[src/rtl/mram_pkg.sv]
// Shared constants for the MRAM access arbiter:
// parameter defaults, FSM encodings and strobe polarity.
package mram_pkg;
  localparam int ADDR_W_DEF = 20;
  localparam int DATA_W_DEF = 16;
  localparam int T_ACC_DEF  = 4;
  localparam int T_REC_DEF  = 1;

  localparam logic [2:0] IDLE    = 3'd0;
  localparam logic [2:0] SETUP   = 3'd1;
  localparam logic [2:0] ACCESS  = 3'd2;
  localparam logic [2:0] HOLD    = 3'd3;
  localparam logic [2:0] RECOVER = 3'd4;

  localparam logic STB_OFF = 1'b1;
endpackage

[src/rtl/mram_access_arbiter_rr.sv]
// Two-way round-robin arbiter; the pointer names
// the requester favoured on the next contention.
module rr_arbiter2
  import mram_pkg::*;
(
  input  logic       clk,
  input  logic       rst,
  input  logic [1:0] req,
  input  logic       advance,
  output logic [1:0] grant
);
  logic ptr_q, ptr_d;

  always_comb begin
    if (req == 2'b11) grant = ptr_q ? 2'b10 : 2'b01;
    else              grant = req;
    ptr_d = advance ? grant[0] : ptr_q;
  end

  always_ff @(posedge clk or posedge rst) begin
    if (rst) ptr_q <= 1'b0;
    else     ptr_q <= ptr_d;
  end
endmodule

[src/rtl/mram_access_arbiter.sv]
// Shares one asynchronous MRAM between two requesters,
// sequencing one timed read or write per grant.
module mram_access_arbiter
  import mram_pkg::*;
#(
  parameter int ADDR_W = ADDR_W_DEF,
  parameter int DATA_W = DATA_W_DEF,
  parameter int T_ACC  = T_ACC_DEF,
  parameter int T_REC  = T_REC_DEF
) (
  input  logic              clk,
  input  logic              rst,
  input  logic [1:0]        req,
  input  logic [1:0]        we,
  input  logic [ADDR_W-1:0] addr0,
  input  logic [ADDR_W-1:0] addr1,
  input  logic [DATA_W-1:0] wdata0,
  input  logic [DATA_W-1:0] wdata1,
  output logic [1:0]        gnt,
  output logic [1:0]        done,
  output logic [DATA_W-1:0] rdata,
  output logic              busy,
  output logic [ADDR_W-1:0] mram_addr,
  output logic [DATA_W-1:0] mram_dq_out,
  output logic              mram_dq_oe,
  input  logic [DATA_W-1:0] mram_dq_in,
  output logic              chip_en,
  output logic              write_en,
  output logic              out_en,
  output logic              lower_byte_en,
  output logic              upper_byte_en
);
  localparam int CW = $clog2(T_ACC) + 1;
  localparam int RW = $clog2(T_REC + 1) + 1;
  localparam logic [CW-1:0] ACNT_INIT = CW'(T_ACC - 1);
  localparam logic [RW-1:0] RCNT_INIT =
    RW'((T_REC > 0) ? T_REC - 1 : 0);

  logic [2:0]        state_q, state_d;
  logic [CW-1:0]     acnt_q, acnt_d;
  logic [RW-1:0]     rcnt_q, rcnt_d;
  logic              we_q, we_d;
  logic              own_q, own_d;
  logic [ADDR_W-1:0] addr_q, addr_d;
  logic [DATA_W-1:0] dq_q, dq_d;
  logic [DATA_W-1:0] rdata_q, rdata_d;
  logic              oe_q, oe_d;
  logic              ce_q, ce_d;
  logic              wen_q, wen_d;
  logic              oen_q, oen_d;
  logic              be_q, be_d;
  logic              busy_q, busy_d;
  logic [1:0]        gnt_q, gnt_d;
  logic [1:0]        done_q, done_d;
  logic [1:0]        arb_gnt;
  logic              arb_adv;

  assign arb_adv = (state_q == IDLE) && (arb_gnt != 2'b00);

  rr_arbiter2 u_arb (
    .clk     (clk),
    .rst     (rst),
    .req     (req),
    .advance (arb_adv),
    .grant   (arb_gnt)
  );

  always_comb begin
    state_d = state_q;
    acnt_d  = acnt_q;
    rcnt_d  = rcnt_q;
    we_d    = we_q;
    own_d   = own_q;
    addr_d  = addr_q;
    dq_d    = dq_q;
    rdata_d = rdata_q;
    oe_d    = oe_q;
    ce_d    = ce_q;
    wen_d   = wen_q;
    oen_d   = oen_q;
    be_d    = be_q;
    busy_d  = busy_q;
    gnt_d   = 2'b00;
    done_d  = 2'b00;
    case (state_q)
      IDLE: begin
        if (arb_adv) begin
          own_d   = arb_gnt[1];
          we_d    = arb_gnt[1] ? we[1] : we[0];
          addr_d  = arb_gnt[1] ? addr1 : addr0;
          dq_d    = arb_gnt[1] ? wdata1 : wdata0;
          oe_d    = we_d;
          gnt_d   = arb_gnt;
          busy_d  = 1'b1;
          state_d = SETUP;
        end
      end
      SETUP: begin
        acnt_d  = ACNT_INIT;
        ce_d    = ~STB_OFF;
        be_d    = ~STB_OFF;
        wen_d   = we_q ? ~STB_OFF : STB_OFF;
        oen_d   = we_q ? STB_OFF : ~STB_OFF;
        state_d = ACCESS;
      end
      ACCESS: begin
        if (acnt_q == '0) begin
          ce_d    = STB_OFF;
          be_d    = STB_OFF;
          wen_d   = STB_OFF;
          oen_d   = STB_OFF;
          if (!we_q) rdata_d = mram_dq_in;
          state_d = HOLD;
        end else begin
          acnt_d = acnt_q - CW'(1);
        end
      end
      HOLD: begin
        done_d = own_q ? 2'b10 : 2'b01;
        oe_d   = 1'b0;
        rcnt_d = RCNT_INIT;
        if (T_REC == 0) begin
          busy_d  = 1'b0;
          state_d = IDLE;
        end else begin
          state_d = RECOVER;
        end
      end
      RECOVER: begin
        if (rcnt_q == '0) begin
          busy_d  = 1'b0;
          state_d = IDLE;
        end else begin
          rcnt_d = rcnt_q - RW'(1);
        end
      end
      default: begin
        state_d = IDLE;
        ce_d    = STB_OFF;
        be_d    = STB_OFF;
        wen_d   = STB_OFF;
        oen_d   = STB_OFF;
        oe_d    = 1'b0;
        busy_d  = 1'b0;
      end
    endcase
  end

  always_ff @(posedge clk or posedge rst) begin
    if (rst) begin
      state_q <= IDLE;
      acnt_q  <= '0;
      rcnt_q  <= '0;
      we_q    <= 1'b0;
      own_q   <= 1'b0;
      addr_q  <= '0;
      dq_q    <= '0;
      rdata_q <= '0;
      oe_q    <= 1'b0;
      ce_q    <= STB_OFF;
      wen_q   <= STB_OFF;
      oen_q   <= STB_OFF;
      be_q    <= STB_OFF;
      busy_q  <= 1'b0;
      gnt_q   <= 2'b00;
      done_q  <= 2'b00;
    end else begin
      state_q <= state_d;
      acnt_q  <= acnt_d;
      rcnt_q  <= rcnt_d;
      we_q    <= we_d;
      own_q   <= own_d;
      addr_q  <= addr_d;
      dq_q    <= dq_d;
      rdata_q <= rdata_d;
      oe_q    <= oe_d;
      ce_q    <= ce_d;
      wen_q   <= wen_d;
      oen_q   <= oen_d;
      be_q    <= be_d;
      busy_q  <= busy_d;
      gnt_q   <= gnt_d;
      done_q  <= done_d;
    end
  end

  assign gnt           = gnt_q;
  assign done          = done_q;
  assign rdata         = rdata_q;
  assign busy          = busy_q;
  assign mram_addr     = addr_q;
  assign mram_dq_out   = dq_q;
  assign mram_dq_oe    = oe_q;
  assign chip_en       = ce_q;
  assign write_en      = wen_q;
  assign out_en        = oen_q;
  assign lower_byte_en = be_q;
  assign upper_byte_en = be_q;
endmodule
[config.mk]
export PLATFORM = sky130hd
export DESIGN_NAME = mram_access_arbiter
export DESIGN_NICKNAME = d
export VERILOG_FILES = /design/src/rtl/mram_pkg.sv /design/src/rtl/mram_access_arbiter_rr.sv /design/src/rtl/mram_access_arbiter.sv
export SDC_FILE = /design/constraint.sdc
export NUM_CORES = 1
export LEC_CHECK = 0
export BUFFER_PORTS_ARGS = -buffer_cell sky130_fd_sc_hd__buf_4
export CORE_ASPECT_RATIO = 0.6
export CORE_UTILIZATION = 50
export CTS_CLUSTER_SIZE = 24
export DETAILED_ROUTE_END_ITERATION = 8
export GPL_ROUTABILITY_DRIVEN = 0
export GPL_TIMING_DRIVEN = 0
export MAX_ROUTING_LAYER = met4
export PLACE_DENSITY = 0.86
export RECOVER_POWER = 50
export SLEW_MARGIN = 25
export SYNTH_ARGS = -nofsm -noshare
export SYNTH_HDL_FRONTEND = slang
export SYNTH_SLANG_ARGS = --single-unit
[constraint.sdc]
create_clock -name clk -period 4.8 [get_ports clk]
set_clock_uncertainty 0.15 [all_clocks]
set_input_delay 1.44 -clock clk [delete_from_list [all_inputs] [get_ports clk]]
set_output_delay 1.44 -clock clk [all_outputs]
set_load 0.02 [all_outputs]
Yosys cells after proc, flatten, opt, wreduce, memory -nomap -nowiden
Index checks and enable logic that the tools add are counted.
{ "word_totals": {"reg_bits": 72, "latch_bits": 0, "ram_bits": 0, "romBits": 0, "input_bits": 94, "output_inout_bits": 63, "elab_cells": 78, "mem_count": 0} }
{ "classes": {"add_sub_neg": 2, "multipliers": 0, "n_div": 0, "order_cmp": 0, "eq_ne": 10, "n_shift": 0, "n_mux": 28, "n_bitwise": 4, "n_reduce_logical": 18} }
{ "ops": {"columns": ["cell", "n"], "rows": [
  ["$mux W20", 1],
  ["$mux W16", 1],
  ["$pmux W3 S5", 1],
  ["$mux W2", 7],
  ["$mux W3", 4],
  ["$pmux W1 S3", 4],
  ["$reduce_and A2 Y1", 5],
  ["$reduce_and A3 Y1", 3],
  ["$reduce_or A3 Y1", 3],
  ["$ne A2 B2 Y1 const B", 4],
  ["$mux W1", 7],
  ["$eq A3 B2 Y1 const B", 2],
  ["$logic_not A3 Y1", 2],
  ["$pmux W3 S2", 1],
  ["$reduce_bool A2 Y1", 3],
  ["$not A1 Y1", 4],
  ["$pmux W2 S2", 1],
  ["$eq A3 B1 Y1 const B", 1],
  ["$eq A3 B3 Y1 const B", 1],
  ["$sub A3 B1 Y3 const B", 1],
  ["$eq A2 B2 Y1 const B", 1],
  ["$logic_not A2 Y1", 1],
  ["$ne A2 B1 Y1 const B", 1],
  ["$pmux W1 S2", 1],
  ["other kinds (2)", 2]
]} }

Depth between registers and ports, before layout
Gate-level depths: netlist (run 1).
{ "depth": {"depth_word": 6, "ltp_mapped": 7, "mapped_depth_nobuf": 5} }

Cells and area by module
From an unflattened synthesis (run 1), not the netlist that was laid out.
{ "unflattened": {"cells_unflattened": 251, "hier_area_um2": 3611.0} }
{ "modules_own_cells": {"columns": ["mod", "n_inst", "cells_per_inst", "area_each_um2", "seq_area_each_um2"], "rows": [
  ["mram_access_arbiter", 1, 245, 3544.6, 1780.5],
  ["rr_arbiter2", 1, 6, 66.3, 25.0]
]} }

Worst setup path after synthesis (run 1)
Ideal clock, no wire load.
{ "synth_timing": {"path_kind": "input to register", "start": "in req[1]", "end": "reg addr_q[19] (netlist: mram_addr[19])", "setup_time_ps": 123, "arrival_time_ps": 2426, "required_time_ps": 4527, "path_slack_ps": 2101, "stages": 5, "n_path_buf": 2, "path_cell_list": "or2_2 -> clkbuf_1 -> clkbuf_1 -> a21o_1 -> o221a_2"} }
{ "synth_via": {"elab_chain_cells": 5, "word_cells_on_any_way": 6, "cone_classes": "1 x eq/ne; 2 x mux; 3 x reduce/logical"} }
{ "synth_rtl": {"columns": ["item", "line", "rtl"], "rows": [
  ["start, declared", "mram_access_arbiter.sv:13", "input logic [1:0] req,"],
  ["$eq A2 B2 Y1", "mram_access_arbiter_rr.sv:15", "if (req == 2'b11) grant = ptr_q ? 2'b10 : 2'b01;"],
  ["$mux W2 (*)", "mram_access_arbiter_rr.sv:15", null],
  ["$reduce_bool A2 Y1", "mram_access_arbiter.sv:58", "assign arb_adv = (state_q == IDLE) && (arb_gnt != 2'b00);"],
  ["$logic_and A1 B1 Y1", "mram_access_arbiter.sv:58", null],
  ["$reduce_and A2 Y1 (no source line)", null, null],
  ["end signal, assigned", "mram_access_arbiter.sv:173", "addr_q <= addr_d;"],
  ["end, declared", "mram_access_arbiter.sv:44", "logic [ADDR_W-1:0] addr_q, addr_d;"]
]} }
Every way passes the cells marked *; elsewhere a longest branch is shown, timed or not.
A chain may end at the register's enable or synchronous reset.

Worst setup path in the final report (run 1)
{ "layout_timing": {"start": "reg be_q (netlist: lower_byte_en)", "end": "out upper_byte_en"} }
{ "layout_rtl": {"columns": ["item", "line", "rtl"], "rows": [
  ["start, declared", "mram_access_arbiter.sv:51", "logic be_q, be_d;"],
  ["start signal, assigned", "mram_access_arbiter.sv:163", "be_q <= STB_OFF;"],
  ["start signal, assigned", "mram_access_arbiter.sv:180", "be_q <= be_d;"],
  ["end, declared", "mram_access_arbiter.sv:31", "output logic upper_byte_en"]
]} }
No word-level cell between the ends.

==> out/qor.csv, run 1 <==
metric,value,unit
RSZ-0062 raised after global routing,false,
first-pass GRT wire length,14000,um
post-DP HPWL,6340,um
Pwr per Cell Area,699,mW/mm2
Slew Limit Fails,0,
DR WL/cell,16.7,um
hold_sp,own_q,
Worst Hold Class,reg -> reg,
drt initial violations,170,
internal reg-to-reg setup slack,2070,ps
Num CTS Buffers,9,
area grow syn2layout,46.6,%
initial antenna violation count,0,
ys flop type,dfrtp_1,
status,"finished, final reports clean",
r2r worst-path depth,5,
startpoint class of the critical path,flip-flop,
Final min period,2750,ps
asr flop ratio synth,100,%
placed cells,500,
Starting Density,52.6,%
worst min-delay path endpoint,done[0],
grt ovf,0,
Peak VDD IR,357,uV
Max Cap Violations,0,
Critical Path RT,3210,ps
crit path max fanout,5,
Synth area leaders,"dfrtp_1 53%, o221a_2 12%, a21o_1 8.5%, mux2_4 4.6%, dfstp_2 2.4%",
final worst path period share,57.2,%
vias in the first global route,2810,
Fin. Hold Viols,0,
number of synthesized flops with an enable pin,0,
die area,0.00685,mm2
met1 usage,37.4,%
Nets,524,
most frequent cells after synthesis,"69 x dfrtp_1, 37 x a21o_1, 36 x o221a_2, 17 x clkbuf_1, 11 x inv_1",
Top delay family on crit path,flip-flops,
Synth area leader,dfrtp_1,
layout cell share with drive strength beyond 1,51.6,%
clk_lat worst skew,330,ps
Relative slew margins,42.5,%
Placed Area,0.00456,mm2
TritonRoute pass-1 iters,4,
post-CTS resize count,0,
cts hold-fix bufs,0,
Synth warnings,0,
Worst Tran Pin Value,858,ps
count of cell types in the netlist,39,
CTS root buf,clkbuf_8,
CP Class,reg -> out,
met2 usage,42.4,%
H-tree depth,3,
DR vias,2816,
slowest CP cell,dfstp_2,
final setup TNS,0,ps
GRT Total Usage,27.7,%
worst reg2reg startpoint,state_q[2],
"non-filler cells, final",516,
Syn Inst Count,259,
post-CTS setup buffers,0,
Final Util,77.1,%
Port Buffer Count,156,
Post-Syn Nets,356,
number of setup violations in the final report,0,
cell area after synthesis,0.00326,mm2
DR vias/cell,5.46,
share of the synthesized area in the top cell type,53.0,%
Die W,106,um
core area,0.00619,mm2
DR DRC count,0,
Leak,0.00230,uW
Peak Freq,364,MHz
Hold Slack,308,ps
"Design Area, Final",0.00477,mm2
Crit. End Element,output port,
worst path cell trace,buf_4 > buf_4,
Synth Register Bits,72,
antenna diode count,0,
final WL,8620,um
CTS tree,yes,
FP Rows,22,
met3 usage,6.04,%
register area share after synthesis,55.4,%
most frequent CP cell,buf_4,
clk buf depth,2,
Top-Level Pins,157,
most used routing layer,met2,
pin count of the biggest net entering global routing,55,
"Buf+Inv Stages, Crit Path",2,
hold path cells,1,
Worst path max stage delay,580,ps
critical path arrival,1160,ps
Die Y,64.5,um
clk slew on worst S/H paths,70,ps
Routed Antenna Nets,0,
CTS Sinks,72,
Syn Area/Cell,12.6,um2
"count leader, synth",dfrtp_1,
end of the worst register-to-register path,mram_addr[13],
-- how the worst max path moves through the flow --
stage	to	cells after the start	startpoint	slack, ps
6_report	upper_byte_en	2	lower_byte_en	2050
5_1_grt	mram_addr[12]	5	state_q[2]	1720
4_1_cts	upper_byte_en	2	lower_byte_en	2040
3_5_place_dp	mram_addr[4]	6	req[1]	1760
3_3_place_gp	mram_addr[7]	2	rst	570
2_1_floorplan	acnt_q[0]	1	rst	1390
-- through the flow --
step / setup WS [ps] / power (uW)
detailed placement: 1760 / 2760
CTS: 2040 / 3390
global route: 1720 / 3530
finish: 2050 / 3340
global placement: 569 / 2700
floorplan: 1390 / 2100
-- power by group --
part           leakage (uW)  switching (uW)  internal [uW]
sequential         0.000822             175            892
clock              0.000128             217            399
combinational       0.00135             851            803
total               0.00230            1240           2090
-- cell usage in the layout, fill, tap and decap left out, types with 2 or more instances in the layout --
master,Yosys,final
mux2_2,6,6
nand2_1,7,7
o21ai_0,3,3
nor3_1,1,2
bufinv_16,0,4
nor2_1,10,10
dfstp_2,3,3
mux2_1,0,9
a21oi_1,7,7
clkbuf_1,17,22
a31oi_1,5,5
a21boi_0,3,3
inv_1,11,10
buf_4,2,157
a21o_1,37,37
ha_1,3,3
o221a_2,36,36
dfrtp_1,69,69
nand3_1,2,2
o22ai_1,2,2
clkbuf_8,0,9
o22a_1,3,3
nand2b_1,3,3
-- registers in the layout (all words and copies together), names as in the netlist, 2 cells and up --
name / flops
gnt: 2
mram_dq_out: 16
rcnt_q: 2
state_q: 3
rdata: 16
done: 2
mram_addr: 20
acnt_q: 3
-- cell type report --
class,count,area (um2)
Sequential cell,72,1810
Fill cell,429,1420
Multi-Input combinational cell,153,1270
Timing Repair Buffer,157,1200
Clock buffer,11,131
Clock inverter,5,129
Tap cell,84,105
Buffer,23,93.8
Inverter,11,42.5
-- routing by layer --
metal,up-vias,routed length (um)
met2,130,4020
met3,16,572
met5,-,0
li1,1315,-
met4,0,142
met1,1355,3880
-- cells by family after synthesis --
group	Yosys count	share of synthesized area (%)
AOI/OAI and AO/OA	102	26.9
DFF	72	55.4
muxes	16	6.68
xor gates and xnor gates	1	0.269
buffers and inverters	34	4.42
adders and majority gates	3	1.15
and+or+nand+nor	31	5.15
Note: power is estimated with default switching activity, not from simulation.
==> run 2: changes to the inputs <==
ABC_AREA = 1   (was unset)
CORE_UTILIZATION = 43   (was 50)
PLACE_DENSITY = 0.76   (was 0.86)
clock period = 2.2 ns   (was 4.8 ns; I/O delays follow)
==> out/qor.csv, run 2 <==
metric,value,unit
count of cell types in the netlist,22,
Synth Register Bits,72,
post-CTS setup buffers,0,
Synth area leader,dfrtp_1,
H-tree depth,3,
FP Rows,25,
Max Cap Violations,0,
asr flop ratio synth,100,%
Num CTS Buffers,9,
Die W,120,um
Port Buffer Count,156,
most frequent cells after synthesis,"214 x nand2_1, 88 x inv_1, 69 x dfrtp_1, 66 x nand3_1, 11 x buf_2",
Top-Level Pins,157,
most frequent CP cell,buf_4,
Final WS setup,292,ps
pin count of the biggest net entering global routing,33,
final worst path period share,86.7,%
GRT Total Usage,22.6,%
Syn Inst Count,489,
Peak Freq,524,MHz
slowest CP cell,dfstp_2,
Worst Hold Class,in -> async,
DR vias/cell,4.53,
core area,0.00798,mm2
Pwr per Cell Area,1450,mW/mm2
Final min period,1910,ps
layout cell share with drive strength beyond 1,30.0,%
CP Class,reg -> out,
Starting Density,45.1,%
cts hold-fix bufs,0,
post-DP HPWL,6860,um
Relative slew margins,47.2,%
clk_lat worst skew,320,ps
crit path max fanout,4,
Top delay family on crit path,flip-flops,
ys flop type,dfrtp_1,
Critical Path RT,1390,ps
DR WL/cell,11.7,um
Syn Area/Cell,7.35,um2
DR DRC count,0,
CTS root buf,clkbuf_16,
Worst path max stage delay,550,ps
die area,0.00874,mm2
Die Y,72.8,um
grt ovf,0,
drt initial violations,130,
Crit. End Element,output port,
Nets,755,
register area share after synthesis,50.2,%
TritonRoute pass-1 iters,5,
"Buf+Inv Stages, Crit Path",2,
max FFs per register,20,
Synth warnings,0,
Routed Antenna Nets,0,
"most common cell after layout, fill and taps aside",nand2_1,
share of the synthesized area in the top cell type,48.1,%
clk slew on worst S/H paths,60,ps
Fin. Hold Viols,0,
antenna diode count,0,
pre-CTS setup slack,326,ps
critical path arrival,1100,ps
DR vias,3492,
final WL,9020,um
area grow syn2layout,44.8,%
first-pass GRT wire length,15100,um
CTS Sinks,72,
number of synthesized flops with an enable pin,0,
worst path cell trace,buf_4 > buf_4,
status,"finished, final reports clean",
post-CTS resize count,0,
vias in the first global route,3323,
Slew Limit Fails,0,
most frequent cells in the layout,"214 x nand2_1, 160 x buf_4, 89 x inv_1",
Leak,0.00314,uW
clk buf depth,2,
initial antenna violation count,0,
"count leader, synth",nand2_1,
Post-Syn Nets,586,
CTS tree,yes,
Worst Tran Pin Value,792,ps
Synth area leaders,"dfrtp_1 48%, nand2_1 22%, inv_1 9.2%, nand3_1 9.2%, dfstp_2 2.2%",
final setup TNS,0,ps
Peak VDD IR,543,uV
cell area after synthesis,0.00359,mm2
startpoint class of the critical path,flip-flop,
number of setup violations in the final report,0,
RSZ-0062 raised after global routing,false,
## run 2: cell types whose count changed after synthesis, sizes merged, moves of 3 or more
cell,previous run,this run
clkbuf,17,0
nand2,7,215
a31oi,5,0
buf,6,21
o22a,3,0
mux2,16,0
nand2b,3,0
a21oi,7,1
nand3,2,66
inv,11,91
a21o,37,0
o221a,36,0
## run 2: cells by family after synthesis
kind of cell,synth area share [%]
buffers and inverters,13.4
DFF,50.2
adders and majority gates,1.04
xor gates and xnor gates,0.244
AOI/OAI and AO/OA,1.60
and+or+nand+nor,33.4
## run 2: area by class of cell
type	count	area (um2)
Fill cell	692	2770
Sequential cell	72	1810
Multi-Input combinational cell	305	1300
Timing Repair Buffer	158	1180
Inverter	91	343
Clock buffer	12	256
Tap cell	108	135
Buffer	21	131
Clock inverter	4	51.3
## run 2: metrics by stage
stage / std cells / power, uW / utilization, % / area, um2 / hold WS (ps)
final: 771 / 7530 / 65.2 / 5200 / 217
after floorplan: 489 / 4610 / - / 3600 / 253
after global routing: 771 / 8060 / 65.2 / 5200 / 262
after CTS: 771 / 7630 / 65.8 / 5250 / 159
after global placement: 753 / 6020 / 61.5 / 4900 / 265
after detailed placement: 755 / 6120 / 62.0 / 4940 / 269
## run 2: worst paths after layout
kind / startpoint / end / slack, ps / depth (start not counted)
worst max-delay path: lower_byte_en / lower_byte_en / 290 / 2
worst min-delay path: rst / rdata[13] / 220 / 2
worst max register to register: state_q[2] / mram_dq_out[12] / 310 / 6
worst min register to register: own_q / done[0] / 270 / 1
max in group asynchronous: rst / mram_dq_out[13] / 570 / 3
min in group clk: own_q / done[0] / 270 / 1
## run 2: power by group
group	internal, uW	leakage [uW]	switching (uW)
Clock	941	0.000149	523
Combinational	1490	0.00211	2180
Sequential	2000	0.000876	405
## run 2: routing by layer
metal	part of all wire [%]	vias up	track usage (%)
met4	0.68	0	5.83
li1	-	1784	-
met3	6.2	5	4.45
met5	0	-	-
met2	45	131	35.4
met1	48	1572	30.4
==> run 3: changes to the inputs <==
CORE_UTILIZATION = 44   (was 43)
CTS_BUF_LIST = sky130_fd_sc_hd__clkbuf_8   (was unset)
PLACE_DENSITY = 0.78   (was 0.76)
==> out/qor.csv, run 3 (synthesis results as in run 2) <==
metric,value,unit
status,finished with violations,
failing checks,DRC,
DR vias/cell,4.58,
first-pass GRT wire length,15500,um
layout cell share with drive strength beyond 1,30.2,%
end of the worst register-to-register path,mram_addr[16],
initial antenna violation count,0,
Leak,0.00309,uW
final setup TNS,0,ps
post-CTS resize count,0,
Pwr per Cell Area,1400,mW/mm2
Die W,119,um
final worst path period share,88.3,%
Max Cap Violations,0,
# fillers,709,
core area,0.00788,mm2
cts hold-fix bufs,0,
startpoint class of the critical path,flip-flop,
most frequent cells in the layout,"214 x nand2_1, 160 x buf_4, 89 x inv_1",
clk_lat worst skew,350,ps
"most common cell after layout, fill and taps aside",nand2_1,
Critical Path RT,1390,ps
Top-Level Pins,157,
Fin. Hold Viols,0,
Starting Density,45.6,%
Slew Limit Fails,0,
max FFs per register,20,
critical path arrival,1130,ps
most used routing layer,met2,
met1 usage,31.5,%
clk slew on worst S/H paths,80,ps
vias in the first global route,3414,
Port Buffer Count,156,
TritonRoute pass-1 iters,6,
CP Class,reg -> out,
internal reg-to-reg setup slack,320,ps
clk buf depth,2,
CTS tree,yes,
Die Y,72,um
Worst Tran Pin Value,789,ps
Peak VDD IR,516,uV
pin count of the biggest net entering global routing,34,
FP Rows,25,
Worst Setup SP,lower_byte_en,
post-CTS setup buffers,0,
RSZ-0062 raised after global routing,false,
Routed Antenna Nets,0,
Nets,755,
drt initial violations,228,
CTS Sinks,72,
CP Capture Point,lower_byte_en,
final WL,9120,um
met3 usage,6.84,%
Peak Freq,515,MHz
met2 usage,35.2,%
r2r worst-path depth,6,
DR WL/cell,11.8,um
Num CTS Buffers,9,
antenna diode count,0,
Hold Slack,156,ps
area grow syn2layout,41.9,%
Final min period,1940,ps
GRT Total Usage,23.7,%
number of setup violations in the final report,0,
worst reg2reg startpoint,state_q[2],
DR vias,3534,
Relative slew margins,47.4,%
DR DRC count,2,
die area,0.00854,mm2
post-DP HPWL,7000,um
grt ovf,0,
Worst Hold Class,in -> async,
CTS root buf,clkbuf_8,
Crit. End Element,output port,
crit path max fanout,4,
H-tree depth,3,
-- run 3: cell count changes in the layout (fill, tap and decap cells not counted) --
cell,change
clkbuf_16,-9
clkinvlp_4,+1
clkbuf_1,-1
clkinv_4,+2
inv_6,+1
o21ai_0,+1
clkbuf_8,+7
clkinv_2,-1
o21ai_1,-1
-- run 3: power by group --
part           internal (uW)  total (uW)  leakage (uW)  switching [uW]
registers               1990        2390      0.000876             403
logic                   1490        3690       0.00211            2200
clock network            535        1070     0.0000964             540
-- run 3: final cells by class --
class                           instances  area, um2  share of cell area [%]
Clock inverter                          7       80.1                    1.57
Inverter                               91        343                    6.72
Sequential cell                        72       1810                    35.4
Clock buffer                            9        124                    2.43
Tap cell                              108        135                    2.65
Timing Repair Buffer                  158       1180                    23.2
Multi-Input combinational cell        305       1300                    25.5
Buffer                                 21        131                    2.58
-- run 3: worst min-delay path by stage --
stage,endpoint,start,slack [ps]
after global placement,done[0],own_q,260
final,state_q[0],rst,160
after global routing,state_q[0],rst,170
after CTS,state_q[0],rst,110
after floorplan,done[0],own_q,250
after detailed placement,done[0],own_q,270
-- run 3: routing by layer --
metal  share of wire [%]  vias to the layer above  wire, um
met5                   0                        -         0
met2                  44                      127      4060
met3                 5.8                       15       533
li1                    -                     1789         -
met4                 1.6                        0       144
met1                  48                     1603      4380
-- run 3: metrics by stage --
stage	instances	util, %	instance area (um2)	power (uW)	setup slack [ps]
floorplan	489	-	3600	4610	594
global placement	753	62.2	4900	6010	95.5
detailed placement	755	62.7	4940	6150	307
CTS	771	65.3	5150	7240	234
global route	771	64.7	5100	7700	177
finish	771	64.7	5100	7150	257
-- run 3: worst max-delay path, stage by stage (launching register included) --
cell,delay [ps]
dfstp_2,560
buf_4,100
buf_4,120
